## config.mk

```make
export PLATFORM = sky130hd
export DESIGN_NAME = hazard_control_unit
export DESIGN_NICKNAME = d
export VERILOG_FILES = /design/src/rtl/hazard_pkg.sv /design/src/rtl/sat_counter.sv /design/src/rtl/hazard_control_unit.sv
export SDC_FILE = /design/constraint.sdc
export NUM_CORES = 1
export LEC_CHECK = 0
export ABC_AREA = 1
export CORE_ASPECT_RATIO = 0.6
export CORE_MARGIN = 8
export CORE_UTILIZATION = 64
export CTS_CLUSTER_SIZE = 30
export DETAILED_ROUTE_END_ITERATION = 10
export DONT_BUFFER_PORTS = 1
export MAX_ROUTING_LAYER = met4
export PLACE_DENSITY = 0.83
export SETUP_SLACK_MARGIN = 0.4
export SYNTH_ARGS = -nofsm -noshare
export SYNTH_HDL_FRONTEND = slang
export SYNTH_SLANG_ARGS = --single-unit
export TNS_END_PERCENT = 20
```

## constraint.sdc

```tcl
create_clock -name clk -period 3.1 [get_ports clk]
set_input_delay 0.31 -clock clk [delete_from_list [all_inputs] [get_ports clk]]
set_output_delay 0.31 -clock clk [all_outputs]
set_load 0.005 [all_outputs]
```

## src/rtl/hazard_pkg.sv

```systemverilog
// Shared definitions for the pipeline hazard controller: FSM state encoding
// and the default watchdog limit.
package hazard_pkg;

  typedef enum logic [1:0] {
    RUN      = 2'd0,
    MEM_WAIT = 2'd1,
    EX_WAIT  = 2'd2,
    HALT     = 2'd3
  } hcu_state_e;

  localparam int DEFAULT_TIMEOUT = 256;

endpackage

```

## src/rtl/sat_counter.sv

```systemverilog
// Saturating up-counter used for the hazard controller performance counters.
// It holds at all-ones and ignores increments while frozen.
module sat_counter #(
  parameter int W = 16
) (
  input  logic         clk,
  input  logic         reset,
  input  logic         inc,
  input  logic         freeze,
  output logic [W-1:0] count
);

  always_ff @(posedge clk or posedge reset) begin
    if (reset) begin
      count <= '0;
    end else if (inc && !freeze && (count != '1)) begin
      count <= count + W'(1);
    end
  end

endmodule

```

## src/rtl/hazard_control_unit.sv

```systemverilog
// Stall/flush controller for the 5-stage pipe: resolves load-use, redirect,
// memory-wait and multi-cycle EX hazards, with a stall watchdog and perf counters.
module hazard_control_unit
  import hazard_pkg::*;
#(
  parameter int TIMEOUT = DEFAULT_TIMEOUT,
  parameter int CNT_W   = 16
) (
  input  logic             clk,
  input  logic             reset,
  input  logic             mem_read_id_ex,
  input  logic [4:0]       rd_id_ex,
  input  logic [4:0]       rs1_if_id,
  input  logic [4:0]       rs2_if_id,
  input  logic             use_rs1_if_id,
  input  logic             use_rs2_if_id,
  input  logic             branch_taken_ex,
  input  logic             ex_busy,
  input  logic             dmem_req_mem,
  input  logic             dmem_ready,
  output logic             pc_write,
  output logic             if_id_write,
  output logic             id_ex_write,
  output logic             ex_mem_write,
  output logic             if_id_flush,
  output logic             id_ex_flush,
  output logic             ex_mem_flush,
  output logic             mem_wb_flush,
  output logic             halted,
  output logic [1:0]       state,
  output logic [CNT_W-1:0] stall_cycles,
  output logic [CNT_W-1:0] flush_count
);

  localparam int              WD_W    = $clog2(TIMEOUT) + 1;
  localparam logic [WD_W-1:0] WD_LAST = WD_W'(TIMEOUT - 1);

  hcu_state_e      state_q, state_d;
  logic [WD_W-1:0] wd_cnt;
  logic            mem_stall, load_use, any_stall, branch_sel;

  assign mem_stall = dmem_req_mem & ~dmem_ready;
  assign load_use  = mem_read_id_ex & (rd_id_ex != 5'd0) &
                     ((use_rs1_if_id & (rs1_if_id == rd_id_ex)) |
                      (use_rs2_if_id & (rs2_if_id == rd_id_ex)));
  assign any_stall = mem_stall | ex_busy;

  always_ff @(posedge clk or posedge reset) begin
    if (reset) begin
      state_q <= RUN;
    end else begin
      state_q <= state_d;
    end
  end

  // Counts consecutive stall cycles; any non-stall cycle restarts the window.
  always_ff @(posedge clk or posedge reset) begin
    if (reset) begin
      wd_cnt <= '0;
    end else if (state_q != HALT) begin
      wd_cnt <= any_stall ? wd_cnt + WD_W'(1) : '0;
    end
  end

  always_comb begin
    state_d      = state_q;
    pc_write     = 1'b1;
    if_id_write  = 1'b1;
    id_ex_write  = 1'b1;
    ex_mem_write = 1'b1;
    if_id_flush  = 1'b0;
    id_ex_flush  = 1'b0;
    ex_mem_flush = 1'b0;
    mem_wb_flush = 1'b0;
    branch_sel   = 1'b0;
    if (reset || (state_q == HALT)) begin
      pc_write     = 1'b0;
      if_id_write  = 1'b0;
      id_ex_write  = 1'b0;
      ex_mem_write = 1'b0;
    end else begin
      if (mem_stall) begin
        pc_write     = 1'b0;
        if_id_write  = 1'b0;
        id_ex_write  = 1'b0;
        ex_mem_write = 1'b0;
        mem_wb_flush = 1'b1;
      end else if (ex_busy) begin
        pc_write     = 1'b0;
        if_id_write  = 1'b0;
        id_ex_write  = 1'b0;
        ex_mem_flush = 1'b1;
      end else if (branch_taken_ex) begin
        // A dependent load-use consumer is squashed here, so no bubble is needed.
        if_id_flush = 1'b1;
        id_ex_flush = 1'b1;
        branch_sel  = 1'b1;
      end else if (load_use) begin
        pc_write    = 1'b0;
        if_id_write = 1'b0;
        id_ex_flush = 1'b1;
      end

      if (any_stall && (wd_cnt == WD_LAST)) begin
        state_d = HALT;
      end else if (mem_stall) begin
        state_d = MEM_WAIT;
      end else if (ex_busy) begin
        state_d = EX_WAIT;
      end else begin
        state_d = RUN;
      end
    end
  end

  assign state  = state_q;
  assign halted = (state_q == HALT);

  sat_counter #(.W(CNT_W)) u_stall_cnt (
    .clk    (clk),
    .reset  (reset),
    .inc    (~pc_write),
    .freeze (halted),
    .count  (stall_cycles)
  );

  sat_counter #(.W(CNT_W)) u_flush_cnt (
    .clk    (clk),
    .reset  (reset),
    .inc    (branch_sel),
    .freeze (halted),
    .count  (flush_count)
  );

endmodule

```

==> results by group <==
Worst setup path
  • Reg2Reg Setup Slack: 1.06 ns
  • CP Max Fanout: 17
  • Critical path required time: 3.28 ns
  • Critical Path AT: 2.22 ns
  • R2r endpoint: u_stall_cnt.count[4]
  • Slowest stage delay, CP: 0.46 ns
  • Critical path launch point type: register
  • Buf/Inv on CP: 1
  • R2R cell count: 9
  • RR Startpoint: u_stall_cnt.count[0]
  • Crit path kind: reg2reg
  • Endpoint class of the critical path: register
  • Cell Chain, Critical Path: ha_1 > clkinv_1 > nor2_4 > nand3b_4 > nor2_4 > a21oi_4 > nand3_4 > nand2_1 > nand2_1
  • Crit path max-delay cell type: dfrtp_1
  • Critical path's top delay family: simple AND/OR/NAND/NOR gates

Global routing
  • Initial antenna violation count: 0
  • GRT Total Usage: 0.2138
  • Largest net degree at the start of global routing: 44
  • First-pass GRT wire length: 11.16 mm
  • Vias in the first global route: 2226
  • Remaining Overflow, GRT: 0

STA
  • Hold_ws: 0.07668 ns
  • Highest clock rate: 0.4900 GHz
  • RSZ-0062 raised after global routing: no
  • Worst slew margin relative to its limit: 0.6416
  • Setup total negative slack: 0 ns
  • # setup viols final: 0
  • Period minus WS final: 2.041 ns
  • Slew @ Worst Pin: 0.5376 ns
  • Worst Skew: 0.009239 ns
  • Max-slew violations: 0
  • Hold Fails Final Rpt: 0
  • Period utilization: 0.6584

Route
  • Via count: 2390
  • Detail Route Antenna Nets: 0
  • Per-cell routed wire length: 14.92 um
  • Pre-Repair DR Iteration Count: 5
  • DRT iter0 DRCs: 230
  • DR vias/cell: 5.494
  • Routed WL: 6.489 mm
  • DR DRC count: 0

Logic synthesis
  • Largest cells by area after synthesis: dfrtp_1 38%, nand2_1 14%, inv_1 5.1%
  • Mapped Nets: 399
  • Yosys reg bits: 43
  • Yosys top cell by area: dfrtp_1
  • Synth Instances: 371
  • Synth top area share: 0.3832
  • YS warnings: 0
  • Avg Cell Area, Syn: 7.568 um2
  • Synth cell types: 32
  • Synthesized area: 2808 um2
  • Register area share after synthesis: 0.3832

Power and ir drop
  • Lkg Pwr: 1.480 nW
  • VDD IR max: 0.4089 mV
  • Power Total: 1.592 mW
  • Pwr dens: 536.7 nW/um2

Clock network
  • Count of hold-fix buffers inserted at cts: 0
  • Clk_lat worst skew: 0.30 ns
  • CTS tree: yes
  • Resize count post-CTS: 0
  • Clock sink count: 43
  • Clock slew at the register clock pins of the worst setup and hold paths: 0.09 ns
  • Postcts setup bufs: 0
  • Root Buffer: clkbuf_8
  • H-Tree Level Count: 2
  • Cts bufs inserted: 5
  • Clock tree buffer depth: 2

Floorplan
  • Rows: 18
  • Die Area: 6832 um2
  • Height of the chip: 67.31 um
  • Initial Utilization: 0.6739
  • Core Area: 4167 um2
  • Die Span X: 101.5 um
  • Num ports: 67

Final layout
  • Most common cell after layout, fill and taps aside: nand2_1
  • Register Area: 1076 um2
  • Layout cells sized above 1: 0.1253
  • Multi-input gate area in the final layout: 1514 um2
  • Commonest non-fill, non-tap cells in the layout: 108 x nand2_1, 43 x dfrtp_1, 38 x nor2_1, 37 x inv_1
  • Post-route cell area: 2965 um2
  • Finished Core Util: 0.7117
  • # fillers: 343
  • Nets: 402
  • Antenna Cells: 0
  • Area growth from synthesis to layout: 5.615%

Min path
  • Worst hold path class: in2async

Placement
  • Detail Placement HPWL: 4.953 mm
  • Input/output buffers: 0
  • Global placement routability congestion: 0.9639
  • Placed instance area: 2848 um2

Outcome
  • Status: finished, final reports clean

Job
  • Maxcap violations: 0
## kinds of logic (layout without fill, tap and decap cells)
logic type                 count (synthesis)  in the layout  synth area share
AOI/OAI and AO/OA                         17             17           0.03610
xor gates and xnor gates                  26             26           0.08111
adders and majority gates                  4              4           0.01783
buffers and inverters                     51             55           0.07754
DFF                                       43             43            0.3832
and+or+nand+nor                          230            230            0.4042
## power breakdown
| group | switching, mW | internal, mW | total [mW] |
|---|---|---|---|
| combinational | 0.225 | 0.128 | 0.353 |
| sequential | 0.136 | 0.650 | 0.786 |
| clock | 0.191 | 0.261 | 0.452 |
| total | 0.553 | 1.04 | 1.59 |
## cell type report
type                       count  share of cell area
clock buffer                   6             0.02785
clock inverter                 2             0.01181
inverter                      46             0.05907
multi-input combinational    277              0.5105
sequential                    43              0.3629
tap                           60             0.02532
timing repair buffer           1            0.002532
## synth_stat cells
cell type  count
xor2_1        15
nand3_4        1
ha_1           4
xnor2_1       11
nor3b_1        1
inv_1         38
buf_2          3
nor3_1        10
buf_4          1
a31oi_1        1
o21ai_0        8
nand2_2       12
nand2_4        4
nor2_4         5
a21oi_4        1
nand3b_4       1
nand4_1       22
nor3_2         2
buf_12         1
dfrtp_1       43
or2_4          1
nand2_1      108
inv_2          6
nand3_1       22
a21boi_0       1
a21oi_1        5
nor3_4         2
clkinv_1       1
nor2_1        38
inv_4          1
o22ai_1        1
or2_2          1
## worst max-delay path by stage
| stage | startpoint | endpoint | slack [ns] | cells after the start |
|---|---|---|---|---|
| floorplan | reset | pc_write | 0.57 | 7 |
| global placement | u_stall_cnt.count[0] | u_stall_cnt.count[4] | 1.15 | 9 |
| detailed placement | u_stall_cnt.count[0] | u_stall_cnt.count[5] | 1.08 | 9 |
| CTS | state[0] | pc_write | 1.06 | 5 |
| global route | u_stall_cnt.count[0] | u_stall_cnt.count[4] | 0.91 | 9 |
| finish | u_stall_cnt.count[0] | u_stall_cnt.count[4] | 1.06 | 9 |
## metrics by stage
step | setup slack [ns] | std cells
final | 1.059 | 435
after global routing | 0.9079 | 435
after CTS | 1.064 | 435
after detailed placement | 1.081 | 427
after global placement | 1.149 | 427
after floorplan | 0.5704 | 371
## state kept, by name, indices dropped and copies added, names as in the netlist
register and flops:
state 2, u_flush_cnt.count 16, u_stall_cnt.count 16, wd_cnt 9
## routing by layer
layer | track usage | routed length, um
met1 | 0.2895 | 2918
met2 | 0.3033 | 2841
met3 | 0.06256 | 695
met4 | 0.05709 | 34
met5 | - | 0
(Power assumes the default switching activity.)
